## src/rtl/dmem_bridge.sv

```systemverilog
// dmem_bridge: bridges the core's single-cycle data-memory port onto a
// valid/ready data bus. Stalls the core for the duration of each access,
// returns right-aligned load data, and flags misaligned accesses and read
// timeouts.
//
// Ports:
//   clk, reset                 clock and asynchronous active-low reset
//   cpu_req/we/addr/wdata/size core request (held stable while stalled)
//   cpu_stall                  combinational stall back to the core
//   cpu_rdata, cpu_err         load result and error flag, valid in DONE
//   bus_valid/ready            request handshake
//   bus_we/addr/wdata/wstrb    request payload (word-aligned, lane-shifted)
//   bus_rvalid/rdata           read response
module dmem_bridge #(
  parameter int unsigned TIMEOUT = 255
) (
  input  logic        clk,
  input  logic        reset,
  input  logic        cpu_req,
  input  logic        cpu_we,
  input  logic [31:0] cpu_addr,
  input  logic [31:0] cpu_wdata,
  input  logic [1:0]  cpu_size,
  output logic        cpu_stall,
  output logic [31:0] cpu_rdata,
  output logic        cpu_err,
  output logic        bus_valid,
  input  logic        bus_ready,
  output logic        bus_we,
  output logic [31:0] bus_addr,
  output logic [31:0] bus_wdata,
  output logic [3:0]  bus_wstrb,
  input  logic        bus_rvalid,
  input  logic [31:0] bus_rdata
);

  localparam int unsigned CNT_W = $clog2(TIMEOUT + 1);

  typedef enum logic [1:0] {
    IDLE   = 2'd0,
    REQ    = 2'd1,
    WAIT_R = 2'd2,
    DONE   = 2'd3
  } state_t;

  state_t           state_q, state_d;
  logic [CNT_W-1:0] cnt_q, cnt_d;
  logic [1:0]       off_q, off_d;
  logic [31:0]      rdata_d, addr_d, wdata_d;
  logic             err_d, valid_d, we_d;
  logic [3:0]       wstrb_d;

  logic             misalign_c;
  logic [3:0]       strb_c;
  logic [CNT_W-1:0] cnt_inc_c;

  // Half needs addr[0]=0; word (and the 11 encoding) needs addr[1:0]=0.
  assign misalign_c = ((cpu_size == 2'b01) && cpu_addr[0]) ||
                      (cpu_size[1] && (cpu_addr[1:0] != 2'b00));

  // Byte-lane strobes for the current request.
  always_comb begin
    strb_c = 4'b1111;
    case (cpu_size)
      2'b00:   strb_c = 4'b0001 << cpu_addr[1:0];
      2'b01:   strb_c = 4'b0011 << cpu_addr[1:0];
      default: strb_c = 4'b1111;
    endcase
  end

  assign cnt_inc_c = cnt_q + CNT_W'(1);

  // Stall asserts in the same cycle the request appears; DONE releases it.
  assign cpu_stall = cpu_req & (state_q != DONE);

  // Next-state and next-output logic.
  always_comb begin
    state_d = state_q;
    cnt_d   = cnt_q;
    off_d   = off_q;
    rdata_d = cpu_rdata;
    err_d   = cpu_err;
    valid_d = bus_valid;
    we_d    = bus_we;
    addr_d  = bus_addr;
    wdata_d = bus_wdata;
    wstrb_d = bus_wstrb;

    case (state_q)
      IDLE: begin
        if (cpu_req) begin
          if (misalign_c) begin
            err_d   = 1'b1;
            state_d = DONE;
          end else begin
            addr_d  = {cpu_addr[31:2], 2'b00};
            we_d    = cpu_we;
            wdata_d = cpu_wdata << {cpu_addr[1:0], 3'b000};
            wstrb_d = strb_c;
            off_d   = cpu_addr[1:0];
            valid_d = 1'b1;
            state_d = REQ;
          end
        end
      end

      REQ: begin
        if (bus_ready) begin
          valid_d = 1'b0;
          cnt_d   = '0;
          if (bus_we) begin
            err_d   = 1'b0;
            state_d = DONE;
          end else begin
            state_d = WAIT_R;
          end
        end
      end

      WAIT_R: begin
        if (bus_rvalid) begin
          rdata_d = bus_rdata >> {off_q, 3'b000};
          err_d   = 1'b0;
          state_d = DONE;
        end else begin
          cnt_d = cnt_inc_c;
          // Abort once TIMEOUT rvalid-less cycles have elapsed; rdata is kept.
          if (cnt_inc_c == CNT_W'(TIMEOUT)) begin
            err_d   = 1'b1;
            state_d = DONE;
          end
        end
      end

      DONE: begin
        // Request still visible here belongs to the retiring instruction.
        state_d = IDLE;
      end

      default: state_d = IDLE;
    endcase
  end

  // State and registered outputs.
  always_ff @(posedge clk or negedge reset) begin
    if (!reset) begin
      state_q   <= IDLE;
      cnt_q     <= '0;
      off_q     <= 2'b00;
      cpu_rdata <= 32'h0;
      cpu_err   <= 1'b0;
      bus_valid <= 1'b0;
      bus_we    <= 1'b0;
      bus_addr  <= 32'h0;
      bus_wdata <= 32'h0;
      bus_wstrb <= 4'b0000;
    end else begin
      state_q   <= state_d;
      cnt_q     <= cnt_d;
      off_q     <= off_d;
      cpu_rdata <= rdata_d;
      cpu_err   <= err_d;
      bus_valid <= valid_d;
      bus_we    <= we_d;
      bus_addr  <= addr_d;
      bus_wdata <= wdata_d;
      bus_wstrb <= wstrb_d;
    end
  end

endmodule

```

## config.mk

```make
export PLATFORM = sky130hd
export DESIGN_NAME = dmem_bridge
export DESIGN_NICKNAME = d
export VERILOG_FILES = /design/src/rtl/dmem_bridge.sv
export SDC_FILE = /design/constraint.sdc
export NUM_CORES = 1
export LEC_CHECK = 0
export ABC_AREA = 1
export BUFFER_PORTS_ARGS = -buffer_cell sky130_fd_sc_hd__buf_2
export CORE_MARGIN = 1
export CORE_UTILIZATION = 43
export DETAILED_ROUTE_END_ITERATION = 8
export PLACE_DENSITY = 0.72
export SKIP_CTS_REPAIR_TIMING = 1
export SLEW_MARGIN = 10
export SYNTH_ARGS = -nofsm -noshare
export SYNTH_HDL_FRONTEND = slang
export SYNTH_SLANG_ARGS = --single-unit
```

## constraint.sdc

```tcl
create_clock -name clk -period 3.2 [get_ports clk]
set_input_delay 0.32 -clock clk [delete_from_list [all_inputs] [get_ports clk]]
set_output_delay 0.32 -clock clk [all_outputs]
set_load 0.005 [all_outputs]
```

Word-level counts from Yosys, hierarchy flattened
Cells that the tools add are included.
Word-level totals
  register bits: 113
  input port bits: 104
  output and inout bits: 104
  word-level logic and storage cells: 67
Cells by class
  add/subtract/negate cells: 1
  eq/ne operators: 13
  shift operators: 4
  multiplexer cells: 22
  bitwise gates (word level): 2
  reductions and logical operators: 15
Operator list (count)
  << shifter 32 x 5 -> 32 bit: 1
  right shift 32 x 5 -> 32 bit: 1
  two-way mux 8 bit: 2
  case mux 8 bit (2 select lines): 1
  inequality test 2 bit, second input constant: 7
  two-way mux 1 bit: 10
  two-way mux 2 bit: 5
  AND reduction 3 bit: 3
  adder 8 x 1 -> 8 bit, second input constant: 1
  equality test 8 bit, second input constant: 1
  case mux 2 bit (4 select lines): 1
  case mux 4 bit (2 select lines): 1
  AND reduction 6 bit: 1
  nonzero test 2 bit: 3
  equality test 2 x 1 -> 1 bit, second input constant: 2
  equality test 2 bit, second input constant: 2
  logical NOT 2 bit: 2
  AND reduction 4 bit: 1
  << shifter 1 x 2 -> 4 bit, first input constant: 1
  << shifter 2 x 2 -> 4 bit, first input constant: 1
  inequality test 3 bit, second input constant: 1
  case mux 1 bit (3 select lines): 1
  nonzero test 3 bit: 1
  logical AND 1 bit: 2
  other kinds (5): 5

Depth between registers and ports, before layout
Gate-level depths: netlist of the first run.
  word-level depth: 6
  mapped depth: 12
  depth with buffers taken out: 12

Worst setup path before layout of the first run
No wires, ideal clock.
  path kind: reg2reg
  start: reg state_q[0]
  end: reg cpu_rdata[0]
  data arrival time: 1.461 ns
  required time: 3.054 ns
  slack: 1.593 ns
  cell stages (with the launch flop): 8
  clock period less this slack: 1.607 ns
  path through: dfrtp_1 inv_1 ha_1 nand2_1 nor2_1 inv_1 clkbuf_1 o221ai_1
Between the ends
  cells in the longest elaborated chain, start to end: 2
RTL lines
  start, declared: RTL line 46  | state_t state_q, state_d;
  start signal, assigned: RTL line 158  | state_q <= state_d;
  equality test 2 bit: RTL line 89  | case (state_q)
  AND reduction 2 bit (no source line)
  end signal, assigned: RTL line 161  | cpu_rdata <= rdata_d;
  end, declared: RTL line 25  | output logic [31:0] cpu_rdata,
Every way passes these cells.
A chain may end at the register's enable or synchronous reset.

Worst setup path after layout of the first run
  start: reg state_q[0]
  end: reg bus_wdata[31]
Between the ends
  cells in the longest elaborated chain, start to end: 2
RTL lines
  logical NOT 2 bit: RTL line 89
  AND reduction 3 bit (no source line)
  end signal, assigned: RTL line 166  | bus_wdata <= wdata_d;
  end, declared: RTL line 31  | output logic [31:0] bus_wdata,
Every way passes these cells.

==> flow_results.org, run 1 <==
** Power
- The internal power of the cells totals 0.00415 W.
- Across the VDD grid, the largest voltage drop is 0.000511 V.
- The analysis attributes to net switching a power of 0.00229 W.
- Clk network pwr share :: 0.295
- Total Power :: 0.00644 W
- Power per standard cell area :: 902 mW/mm2
- Sequential power share :: 0.380
- In this run the static leakage power is 3.89 nW.
- Of the total power, combinational logic draws 0.325.
- Net Sw Frac :: 0.355

** STA
- Share of the clock period used by the worst path after layout :: 0.611
- Maximum operating frequency :: 512 MHz
- Final Slew Violations :: 0
- Measured against its own limit, the worst slew margin works out to 0.550.
- Setup repair after global routing missed its margin :: false
- For the pin with the worst max-slew slack, the measured transition is 0.675 ns.
- Clock skew after layout :: 0.00616 ns
- Setup WS post-layout :: 1.25 ns
- Setup TNS Final :: 0 ns
- After layout, the minimum clock period comes to 1.95 ns.
- Final hold violation count :: 0
- Hold timing on the final database bottoms out at a slack of 0.101 ns.
- Setup violations remaining at the end of the flow were counted as 0.

** Final layout
- Ant. Diodes :: 0
- The library cell used most frequently in the layout, excluding fill and tap cells, is sky130_fd_sc_hd__nand2_1.
- For this run, the post-layout net count is 957.
- Layout-stage area growth over the synthesis result :: 31.6%
- Of the cells placed in the final design, the portion with a size suffix greater than 1 is 0.295.
- Filler cell count :: 1,169
- Commonest cells after routing, fill and taps aside :: 262 x sky130_fd_sc_hd__nand2_1, 204 x sky130_fd_sc_hd__buf_2, 113 x sky130_fd_sc_hd__dfrtp_1
- With fillers left out, the area of the finished cells amounts to 0.00714 mm2.

** Synthesis
- Among all flip-flop cells after synthesis, the most frequent one is sky130_fd_sc_hd__dfrtp_1.
- Average instance area after synthesis :: 8.34 um2
- Combined area of all synthesized cells :: 0.00543 mm2
- After synthesis, the share of flip-flops with an asynchronous set or reset is 1.00.
- For this run, the number of Yosys warnings is 0.
- Synthesis produced 651 cells.
- Synthesized flop and latch total :: 113
- In this run, synthesis inferred 0 flip-flops with an integrated enable.
- Ranked by total cell area, the synthesized netlist is headed by sky130_fd_sc_hd__dfrtp_1 52%, sky130_fd_sc_hd__nand2_1 18%, sky130_fd_sc_hd__o21ai_0 5.0%.
- Proportion of synthesized chip area in sequential cells :: 0.521
- Number of library cell types mapped by synthesis :: 32
- Area share of the largest cell type after synthesis :: 0.521
- Biggest area consumer among synthesized cells :: sky130_fd_sc_hd__dfrtp_1

** Global route
- Vias in the first global route :: 4,745
- Entering global routing, the biggest net connects 77 pins.
- Across every metal layer, demand over resource in global routing totals 0.231.
- Antenna violations before repair :: 0
- Summed over all layers, the global routing overflow is 0.
- First-pass GRT wire length :: 23,200 um

** Worst setup path
- In this run the worst path has a maximum fanout of 54.
- Data on the critical path arrives at its endpoint at 2.31 ns.
- Counting cells, the worst reg-to-reg path comes to 7.
- Critical path required time :: 3.55 ns
- Critical path startpoint category :: flip-flop
- Worst reg2reg setup slack :: 1.25 ns
- RR Endpoint :: bus_wdata[31]
- The setup path with the least slack is of type flip-flop to flip-flop.
- Type of destination of the critical path :: flip-flop
- The startpoint identified for the worst register-to-register timing path is state_q[0].

** Placement
- Buffers on Ports :: 205
- Post-Place Worst Slack :: 1.11 ns
- At the end of routability-driven placement, the weighted congestion stood at 0.837.
- The wire-length estimate of the detail-placed layout is 10,200 um.
- Total cell area at the placement stage :: 0.00653 mm2

** Floorplan
- Starting Density :: 0.446
- The die is 114 um wide.
- The floorplan step defined a core boundary enclosing 0.0122 mm2.
- The die is 114 um tall.
- Number of placed I/O pins :: 208
- The die covers 0.0131 mm2.
- After floorplanning, the core was divided into 40 placement rows.

** Outcome
- Outcome :: finished, final reports clean

** Drt
- Drt initial violations :: 251
- Once detail routing completed, the nets flagged for antenna violations numbered 0.
- First-pass DRT Iterations :: 4
- Avg Vias per Cell :: 4.98
- Dividing the detail-routed wire length by the instance count gives 14.1 um.
- Routed wire length :: 14,500 um
- Number of DRC violations after detailed routing :: 0
- The routed layout has 5,116 vias.

** Clocking
- The number of clock buffers added by TritonCTS is 17.
- CTS Root Buffer Type :: sky130_fd_sc_hd__clkbuf_16
- Number of buffers on the longest clock path :: 2
- Latest clock arrival within the worst-skew pair :: 0.42 ns
- The tree built by TritonCTS fans out to 113 sinks.
- Maximum level of the CTS H-tree :: 4
- TritonCTS built the clock tree.
- Clock transition at the registers of the reported paths :: 0.06 ns

** Hold path
- Endpoint of the worst hold-timing path :: bus_addr[11]
- Counting instances, the worst hold path has a depth of 3.
- Startpoint of the lowest-slack hold path :: cpu_addr[11]
- The min-delay analysis places its worst path in the category primary input to flip-flop.

** Job
- Reported max-cap violation count :: 0
-- power groups by stage --
stage	clock network [W]	registers (W)	logic [W]
2_1_floorplan	0	0.00243	0.00117
3_3_place_gp	0	0.00244	0.00207
3_5_place_dp	0	0.00244	0.00213
4_1_cts	0.00193	0.00244	0.00213
5_1_grt	0.00200	0.00251	0.00240
6_report	0.00190	0.00244	0.00210
-- logic make-up (layout without fill, tap and decap cells) --
logic type | Yosys count | count (layout) | synth area share
AO/OA/AOI/OAI | 121 | 121 | 0.129
XOR/XNOR | 2 | 2 | 0.00323
adder cells (fa/ha/maj) | 6 | 6 | 0.0138
buffers and inverters | 73 | 281 | 0.0629
flip-flops | 113 | 113 | 0.521
multiplexers | 21 | 21 | 0.0387
other | 1 | 2 | 0.000691
AND/OR/NAND/NOR | 314 | 314 | 0.231
-- area by class of cell --
type | count | area, um2 | area share
Timing Repair Buffer | 214 | 1110 | 0.156
Clock buffer | 17 | 425 | 0.0596
Clock inverter | 15 | 173 | 0.0242
Sequential cell | 113 | 2830 | 0.396
Multi-Input combinational cell | 466 | 2260 | 0.317
Tap cell | 168 | 210 | 0.0294
Inverter | 35 | 131 | 0.0184
-- worst max-delay path by stage --
stage,from,endpoint,slack [ns],cells past startpoint
6_report,state_q[0],bus_wdata[31],1.25,7
5_1_grt,state_q[1],bus_wstrb[3],1.07,7
4_1_cts,state_q[1],bus_wdata[31],1.22,7
3_5_place_dp,cpu_addr[0],bus_wstrb[3],1.11,7
3_3_place_gp,cpu_addr[0],bus_wstrb[3],1.18,7
2_1_floorplan,state_q[0],cpu_rdata[0],1.59,7
-- per-stage QoR --
step	utilization	cells
after floorplan	-	652
after global placement	0.537	995
after detailed placement	0.537	995
after CTS	0.586	1027
after global routing	0.587	1028
final	0.587	1028
-- cells in the mapped netlist, types with 2 or more instances --
cell and n:
sky130_fd_sc_hd__o221ai_1 16, sky130_fd_sc_hd__inv_2 6, sky130_fd_sc_hd__buf_4 3, sky130_fd_sc_hd__mux2i_1 21, sky130_fd_sc_hd__clkbuf_1 16, sky130_fd_sc_hd__buf_1 4, sky130_fd_sc_hd__nand2_1 262, sky130_fd_sc_hd__a21oi_1 12
sky130_fd_sc_hd__o21ai_0 54, sky130_fd_sc_hd__buf_6 6, sky130_fd_sc_hd__o21ai_1 25, sky130_fd_sc_hd__dfrtp_1 113, sky130_fd_sc_hd__xor2_1 2, sky130_fd_sc_hd__nor2_1 22, sky130_fd_sc_hd__nand3_1 25, sky130_fd_sc_hd__inv_1 28
sky130_fd_sc_hd__ha_1 6, sky130_fd_sc_hd__o31ai_1 8, sky130_fd_sc_hd__buf_2 9
-- flip-flops by register name (all words and copies together) (netlist names), 2 cells and up --
register,cells
bus_addr,30
bus_wstrb,4
cpu_rdata,32
off_q,2
state_q,2
bus_wdata,32
cnt_q,8
-- worst max-delay path, cell delays in order (launching register included) --
cell and delay (ns):
sky130_fd_sc_hd__dfrtp_1 0.43, sky130_fd_sc_hd__inv_1 0.11, sky130_fd_sc_hd__ha_1 0.26, sky130_fd_sc_hd__nand3_4 0.13, sky130_fd_sc_hd__nor2_8 0.11, sky130_fd_sc_hd__buf_4 0.49
sky130_fd_sc_hd__o21ai_0 0.24, sky130_fd_sc_hd__nand2_1 0.11
-- per-layer routing --
layer	GRT usage	vias up	wire length, um
met5	0	-	0
met4	0.0918	0	293
met3	0.0566	23	879
met2	0.375	180	6860
met1	0.299	2384	6420
li1	-	2529	-
No activity file was read; power rests on OpenSTA's default activity.
==> inputs of run 2 (changes only) <==
ABC_AREA = 0   (was 1)
PLACE_DENSITY = 0.74   (was 0.72)
clock period = 1.6 ns   (was 3.2 ns; I/O delays follow)
==> run 2 against run 1 <==
  * The run now ends with negative hold slack, negative setup slack left
  * Via count decreased by 2.3%
  * Register-to-register slack got worse by 1.5 ns
  * Flip-flop and latch count unchanged
  * Critical endpoint is now state_q[1]
  * Hold slack worse by 0.10 ns
  * Count of clock-buffer cells in the layout is 8 higher
  * Largest power group is now combinational logic
==> flow_results.org, run 2 <==
** STA
- The worst setup slack after layout came to -0.249 ns (-1.49 ns).
- Setup repair after global routing missed its margin :: true
- Endpoints failing setup :: 3 (+3)
- The maximum frequency from static timing analysis was 541 MHz (+5.7%).
- The worst clock skew came to 0.00619 ns (+0.0000321 ns).
- The clock period minus worst slack was 1.85 ns (-0.105 ns).
- The final number of max-transition violations was 0 (unchanged).
- The share of the clock period used by the worst path is 1.16 (+0.545).
- Hold Slack :: -0.00440 ns (-0.105 ns)
- The worst slew margin relative to its limit is 0.498 (-0.0517).
- Transition time at the pin with the least slew margin :: 0.751 ns (+0.0760 ns)
- The count of endpoints failing hold in the final timing report is 2 (+2).

** Final layout
- The sequential standard cell area came to 0.00283 mm2 (+0.18%).
- Ant. Diodes :: 0 (unchanged)
- Share of post-route cells with drive strength above 1 :: 0.455 (+0.160)
- Total area of multi-input combinational cells :: 0.00256 mm2 (+13%)
- Count of nets after finishing :: 897 (-6.3%)
- Finished Core Util :: 0.665 (+0.0778)
- Most common cell after layout, fill and taps aside :: sky130_fd_sc_hd__buf_2
- Commonest cells after routing, fill and taps aside :: 204 x sky130_fd_sc_hd__buf_2, 109 x sky130_fd_sc_hd__dfrtp_1, 62 x sky130_fd_sc_hd__nand2_1
- The fill cell total of the finished layout is 970 (-17%).
- In the final layout, the registers with the most flip-flops are bus_wdata (32), cpu_rdata (32), bus_addr (30).
- Layout-stage area growth over the synthesis result :: 48.8%

** Global route
- Global Route met1 Usage :: 0.273 (-0.0264)
- The global-route wire length before repair is 23,900 um (+3.0%).
- The global routing usage summed across all routing layers was 0.237 (+0.00542).
- The met2 track demand over resource in global routing is 0.410 (+0.0352).
- The global routing stage identified its most utilized layer as met2.
- Vias in the first global route :: 4,927 (+3.8%)
- The routing usage on met3 came to 0.0693 (+0.0127).
- The remaining global-route overflow was 0 (unchanged).
- Pin count of the biggest net entering global routing :: 44 (-43%)
- Antenna violations before repair :: 0 (unchanged)

** Placement
- Post-Place Worst Slack :: -0.262 ns (-1.38 ns)
- Placed wire-length estimate after detailed placement :: 10,900 um (+6.4%)
- Buffers on Ports :: 205 (unchanged)
- The placer's final routability congestion estimate came to 0.885 (+5.8%).

** Drt
- The first-pass iteration count of the detailed router is 4 (unchanged).
- Number of DRC violations after detailed routing :: 0 (unchanged)
- The detailed-route vias per instance is 5.16 (+3.7%).
- Number of nets with antenna violations after routing :: 0 (unchanged)
- The initial DRC count is 262 (+4.4%).
- Number of vias in the routed layout :: 4,998 (-2.3%)
- Routed wire length :: 15,500 um (+7.4%)
- Wire length per cell :: 16.0 um (+14%)

** Synthesis
- Average instance area after synthesis :: 10.6 um2 (+27%)
- Cell types with the largest area share after synthesis :: sky130_fd_sc_hd__dfrtp_1 52%, sky130_fd_sc_hd__mux2_2 10%, sky130_fd_sc_hd__mux2i_1 6.4%
- Yosys warns :: 0 (unchanged)
- Dominant register cell in the synthesized netlist :: sky130_fd_sc_hd__dfrtp_1
- The share of synthesized flip-flops with an asynchronous set or reset came to 1.00 (unchanged).
- Number of enable-type register cells in the synthesized netlist :: 0 (unchanged)
- The gate count of the mapped netlist came to 515 (-21%).
- The area share of the largest cell type after synthesis was 0.518 (-0.00287).
- sky130_fd_sc_hd__dfrtp_1 is the most common cell in the netlist.
- The number of distinct library cells after synthesis is 41 (+28%).
- The synthesized area was 0.00546 mm2 (+0.55%).
- Counting instances in the post-synthesis netlist gives the leading cell types as 113 x sky130_fd_sc_hd__dfrtp_1, 63 x sky130_fd_sc_hd__nand2_1, 49 x sky130_fd_sc_hd__mux2_2, 43 x sky130_fd_sc_hd__o21ai_0, 35 x sky130_fd_sc_hd__mux2i_1.
- The number of flip-flops and latches in the synthesized netlist is 113 (unchanged).
- Proportion of synthesized chip area in sequential cells :: 0.518 (-0.00287)
- Biggest area consumer among synthesized cells :: sky130_fd_sc_hd__dfrtp_1

** Hold path
- Path type of the worst min-delay path :: primary input to flip-flop
- Startpoint of the lowest-slack hold path :: bus_rdata[28]

** Worst setup path
- FF-to-FF Start :: cnt_q[0]
- Classification of the worst setup path :: flip-flop to flip-flop
- The worst setup path is launched from a flip-flop.
- Data arrival time of the critical path :: 2.14 ns (-0.17 ns)
- The maximum net fanout on the critical path is 6 (-89%).
- Critical path required time :: 1.89 ns (-1.66 ns)
- STA classifies the critical path endpoint as a flip-flop.
- In this run the worst setup path begins at cnt_q[0].

** Power
- The reported leakage power was 4.01 nW (+3.2%).
- Power per standard cell area :: 1790 mW/mm2 (+99%)
- Worst voltage drop across the vdd grid :: 0.00109 V (+110%)

** Floorplan
- The number of placed I/O pins is 208 (unchanged).
- The placeable core area came to 0.0122 mm2 (+0.41%).
- The number of core rows was 40 (unchanged).
- The horizontal die dimension came to 115 um (+0.27%).
- The initial core utilization came to 0.447 (+0.000630).
- The die height was 115 um (+0.27%).
- Die Area :: 0.0131 mm2 (+0.54%)

** Clocking
- The number of sinks handled by clock tree synthesis is 113 (unchanged).
- TritonCTS built the clock tree.
- Latest clock arrival within the worst-skew pair :: 0.42 ns (about the same)
- The number of clock buffers inserted by TritonCTS was 17 (unchanged).
- Maximum level of the CTS H-tree :: 4 (unchanged)
- CTS Root Buffer Type :: sky130_fd_sc_hd__clkbuf_16
- The clock transition at the registers of the reported paths is 0.05 ns (about the same).
- Number of buffers on the longest clock path :: 2 (unchanged)

** Outcome
- The checks that failed: negative hold slack, negative setup slack.
- The flow ran to the end, but the final reports show violations.

** Job
- Reported max-cap violation count :: 0 (unchanged)
[run 2: area by class of cell]
type	count	share of cell area
Clock inverter	7	0.0148
Multi-Input combinational cell	360	0.315
Clock buffer	25	0.0647
Timing Repair Buffer	289	0.228
Tap cell	168	0.0259
Sequential cell	113	0.349
Inverter	6	0.00277
[run 2: metal layers]
metal  vias to the layer above  wire length [um]
met1                      2404              6230
met5                         -                 0
met2                       209              7880
met3                        35              1090
met4                         0               330
li1                       2350                 -
[run 2: final timing paths]
path	end	slack [ns]	depth (start not counted)
max	state_q[1]	-0.25	7
min	cpu_rdata[28]	-0.004	2
max reg2reg	state_q[1]	-0.25	7
min reg2reg	bus_wstrb[3]	0.47	2
max in group asynchronous	cpu_rdata[3]	0.76	3
min in group asynchronous	bus_wdata[25]	0.24	2
[run 2: cells by family (layout without fill, tap and decap cells)]
family | count (synthesis) | count (layout) | synth area share
AO/OA/AOI/OAI | 129 | 129 | 0.146
XOR/XNOR | 3 | 3 | 0.00482
flip-flops | 113 | 113 | 0.518
adder cells (fa/ha/maj) | 6 | 6 | 0.0138
AND/OR/NAND/NOR | 135 | 135 | 0.113
other | 1 | 2 | 0.000687
buffers and inverters | 43 | 327 | 0.0355
multiplexers | 85 | 85 | 0.168
[run 2: report_power, final]
group | total, W | internal [W] | switching (W)
Combinational | 0.00561 | 0.00296 | 0.00264
Sequential | 0.00490 | 0.00415 | 0.000749
Clock | 0.00406 | 0.00274 | 0.00132
Total | 0.0146 | 0.00985 | 0.00471
[run 2: stage by stage]
stage / total power [W] / cell area (um2) / TNS, ns / instances
floorplan: 0.00753 / 5470 / -0.118 / 516
global placement: 0.00995 / 7020 / -0.626 / 902
detailed placement: 0.0102 / 7020 / -1.54 / 902
CTS: 0.0143 / 7670 / -2.02 / 934
global route: 0.0154 / 8120 / -0.948 / 968
finish: 0.0146 / 8120 / -0.551 / 968
[run 2: critical path, stage by stage, from the launching register on]
cell and delay, ns:
sky130_fd_sc_hd__dfrtp_2 0.44, sky130_fd_sc_hd__buf_6 0.14, sky130_fd_sc_hd__a21bo_2 0.20, sky130_fd_sc_hd__o21ai_1 0.06, sky130_fd_sc_hd__a31oi_1 0.12, sky130_fd_sc_hd__o41ai_2 0.32, sky130_fd_sc_hd__nand2_2 0.13, sky130_fd_sc_hd__mux2_4 0.31
==> inputs of run 3 (changes only) <==
MAX_ROUTING_LAYER = met4   (was unset)
RECOVER_POWER = 100   (was unset)
==> run 3 against run 2 <==
  * The flow finishes with violations (negative setup slack)
  * Register-to-register slack gained 0.02 ns
  * Cell count grew 2.1%
  * First-iteration DRC count grew 17%
  * Die area is the same
  * Critical path type unchanged
  * Largest cell class unchanged
  * Largest power group unchanged
==> flow_results.org, run 3 (synthesis results as in run 2) <==
** Floorplan
- Die Area :: 0.0131 mm2 (unchanged)
- Starting Density :: 0.447 (unchanged)
- Number of placed I/O pins :: 208 (unchanged)
- The number of core rows was 40 (unchanged).
- The die height is 115 um (unchanged).
- The placeable core area came to 0.0122 mm2 (unchanged).
- The horizontal die dimension is 115 um (unchanged).

** Drt
- The wire length reported by the detailed router is 16,700 um (+7.5%).
- The first-pass iteration count of the detailed router came to 4 (unchanged).
- Number of nets with antenna violations after routing :: 0 (unchanged)
- Number of DRC violations after detailed routing :: 0 (unchanged)
- The detailed-route vias per instance was 5.21 (+0.94%).
- The initial DRC count came to 306 (+17%).
- Number of vias in the routed layout :: 5,149 (+3.0%)
- Wire length per cell :: 16.9 um (+5.3%)

** STA
- The worst slew margin relative to its limit was 0.479 (-0.0192).
- The worst clock skew was 0.00593 ns (-0.000255 ns).
- Transition time at the pin with the least slew margin :: 0.776 ns (+0.0251 ns)
- The number of setup violations in the final report was 55 (+52).
- The worst setup slack after layout is -0.232 ns (+0.0162 ns).
- Hold Slack :: 0.00586 ns (+0.0103 ns)
- Setup repair after global routing could not meet its margin everywhere.
- The clock period minus worst slack is 1.83 ns (-0.0162 ns).
- Final Slew Violations :: 0 (unchanged)
- Share of the clock period used by the worst path after layout :: 1.15 (-0.0101)
- Final hold violation count :: 0 (-2)
- The final-layout setup total negative slack was -2.80 ns (-2.25 ns).
- Maximum operating frequency :: 546 MHz (+0.88%)

** Final layout
- The layout cell share with drive strength beyond 1 is 0.411 (-0.0440).
- The number of antenna cells inserted came to 0 (unchanged).
- The non-filler instance count after layout is 988 (+2.1%).
- In the final layout, the registers with the most flip-flops are bus_wdata (32), cpu_rdata (32), bus_addr (30).
- The net count reported at finish came to 918 (+2.3%).
- Layout-stage area growth over the synthesis result :: 52.2%
- Most common cell after layout, fill and taps aside :: sky130_fd_sc_hd__buf_2
- Commonest cells after routing, fill and taps aside :: 145 x sky130_fd_sc_hd__buf_2, 109 x sky130_fd_sc_hd__dfrtp_1, 61 x sky130_fd_sc_hd__clkbuf_1

** Worst setup path
- Critical path startpoint category :: flip-flop
- Among all stages on the critical path, the largest delay is contributed by sky130_fd_sc_hd__dfrtp_2.
- Most prevalent standard cell on the critical path :: sky130_fd_sc_hd__nand2_2
- Largest driver fanout on the critical path :: 6 (unchanged)
- The required time at the endpoint of the critical path is 1.89 ns (about the same).
- The largest incremental delay on the critical path is 0.46 ns (+0.02 ns).
- STA classifies the critical path endpoint as a flip-flop.
- Traced cell by cell, the critical path runs through ha_4 > nand2_2 > nor2_2 > a31oi_2 > o41ai_4 > nand2_2 > mux2_4.
- The buffers plus inverters on the worst setup path was 0 (-1).
- The kind of cell with the highest combined delay along the critical path is compound AO/OA/AOI/OAI gates.
- The setup path with the least slack is of type flip-flop to flip-flop.
- The arrival time reported for the critical path endpoint came to 2.13 ns (about the same).

** Power
- Sequential power share :: 0.345 (+0.009)
- Net Sw Frac :: 0.339 (+0.0158)
- The net switching power figure was 0.00485 W (+3.0%).
- Internal Pwr Total :: 0.00945 W (-4.1%)
- Reported leakage power :: 3.96 nW (-1.5%)
- The power per cell area came to 1720 mW/mm2 (-4.0%).
- The clock power share came to 0.257 (-0.022).
- Portion of total power attributed to combinational logic :: 0.398 (+0.013)
- Worst voltage drop across the vdd grid :: 0.000867 V (-21%)

** Clocking
- The latest clock arrival within the worst-skew pair came to 0.41 ns (about the same).
- The clock transition at the registers of the reported paths is 0.05 ns (about the same).
- Maximum level of the CTS H-tree :: 4 (unchanged)
- The number of clock buffers inserted by TritonCTS came to 17 (unchanged).
- The number of sinks handled by clock tree synthesis was 113 (unchanged).
- The clock tree buffer depth came to 2 (unchanged).
- The tree is rooted in a sky130_fd_sc_hd__clkbuf_16.
- TritonCTS built the clock tree.

** Global route
- The global routing usage summed across all routing layers is 0.240 (+0.00353).
- Sum of overflow across all layers after global routing :: 0 (unchanged)
- The global-route wire length before repair came to 23,600 um (-1.6%).
- Pin count of the biggest net entering global routing :: 44 (unchanged)
- The initial antenna violation count came to 0 (unchanged).
- Vias in the first global route :: 4,916 (-0.22%)

** Hold path
- The worst hold path belongs to the class primary input to flip-flop.

** Placement
- The placed instance count is 903 (+0.11%).
- Placed wire-length estimate after detailed placement :: 10,800 um (-1.1%)
- The number of buffers inserted by port buffering was 205 (unchanged).
- Post-Place Worst Slack :: -0.255 ns (+0.00741 ns)
- Global placer's final weighted congestion :: 0.848 (-4.2%)

** Job
- The max-cap check violation count is 0 (unchanged).

** Outcome
- The flow ran to the end, but the final reports show violations.
- The final reports fail on negative setup slack.
run 3: layer usage:
metal  vias to the layer above  part of all wire  global-route usage
met1                      2504              0.41               0.276
met3                        38             0.054              0.0667
met4                         0             0.023              0.0935
met2                       190              0.51               0.400
li1                       2417                 -                   -
met5                         -                 0                   -
run 3: worst register-to-register path: stages (launching register included):
cell and delay (ns):
sky130_fd_sc_hd__dfrtp_2 0.46, sky130_fd_sc_hd__ha_4 0.19, sky130_fd_sc_hd__nand2_2 0.06, sky130_fd_sc_hd__nor2_2 0.12, sky130_fd_sc_hd__a31oi_2 0.07, sky130_fd_sc_hd__o41ai_4 0.40, sky130_fd_sc_hd__nand2_2 0.11, sky130_fd_sc_hd__mux2_4 0.31
run 3: path summary, 6_finish.rpt:
path / from / endpoint / slack (ns) / cells past startpoint
min in group asynchronous: reset / bus_wdata[24] / 0.29 / 2
worst max-delay path: cnt_q[0] / state_q[1] / -0.23 / 7
worst min register to register: bus_wdata[8] / bus_wdata[8] / 0.48 / 2
worst min-delay path: bus_rdata[25] / cpu_rdata[25] / 0.006 / 2
worst max register to register: cnt_q[0] / state_q[1] / -0.23 / 7
max in group asynchronous: reset / bus_wdata[30] / 0.22 / 3
run 3: power groups by stage:
| stage | clock network [W] | registers [W] | logic, W |
|---|---|---|---|
| final | 0.00367 | 0.00494 | 0.00569 |
| after global routing | 0.00386 | 0.00507 | 0.00626 |
| after CTS | 0.00373 | 0.00488 | 0.00527 |
| after detailed placement | 0 | 0.00490 | 0.00526 |
| after global placement | 0 | 0.00483 | 0.00512 |
| after floorplan | 0 | 0.00490 | 0.00263 |
run 3: area by class of cell:
cell class              count  area [um2]
fillers                   935        3910
flip-flops and latches    113        2830
multi-input cells         362        2660
repair buffers            308        2000
clock buffers              21         460
well taps                 168         210
clock inverters            10         111
inverters                   6        25.0
run 3: per-stage QoR:
step	total power (W)	instance area, um2	utilization
after floorplan	0.00753	5470	-
after global placement	0.00995	7030	0.576
after detailed placement	0.0102	7030	0.576
after CTS	0.0139	7600	0.622
after global routing	0.0152	8310	0.680
final	0.0143	8310	0.680
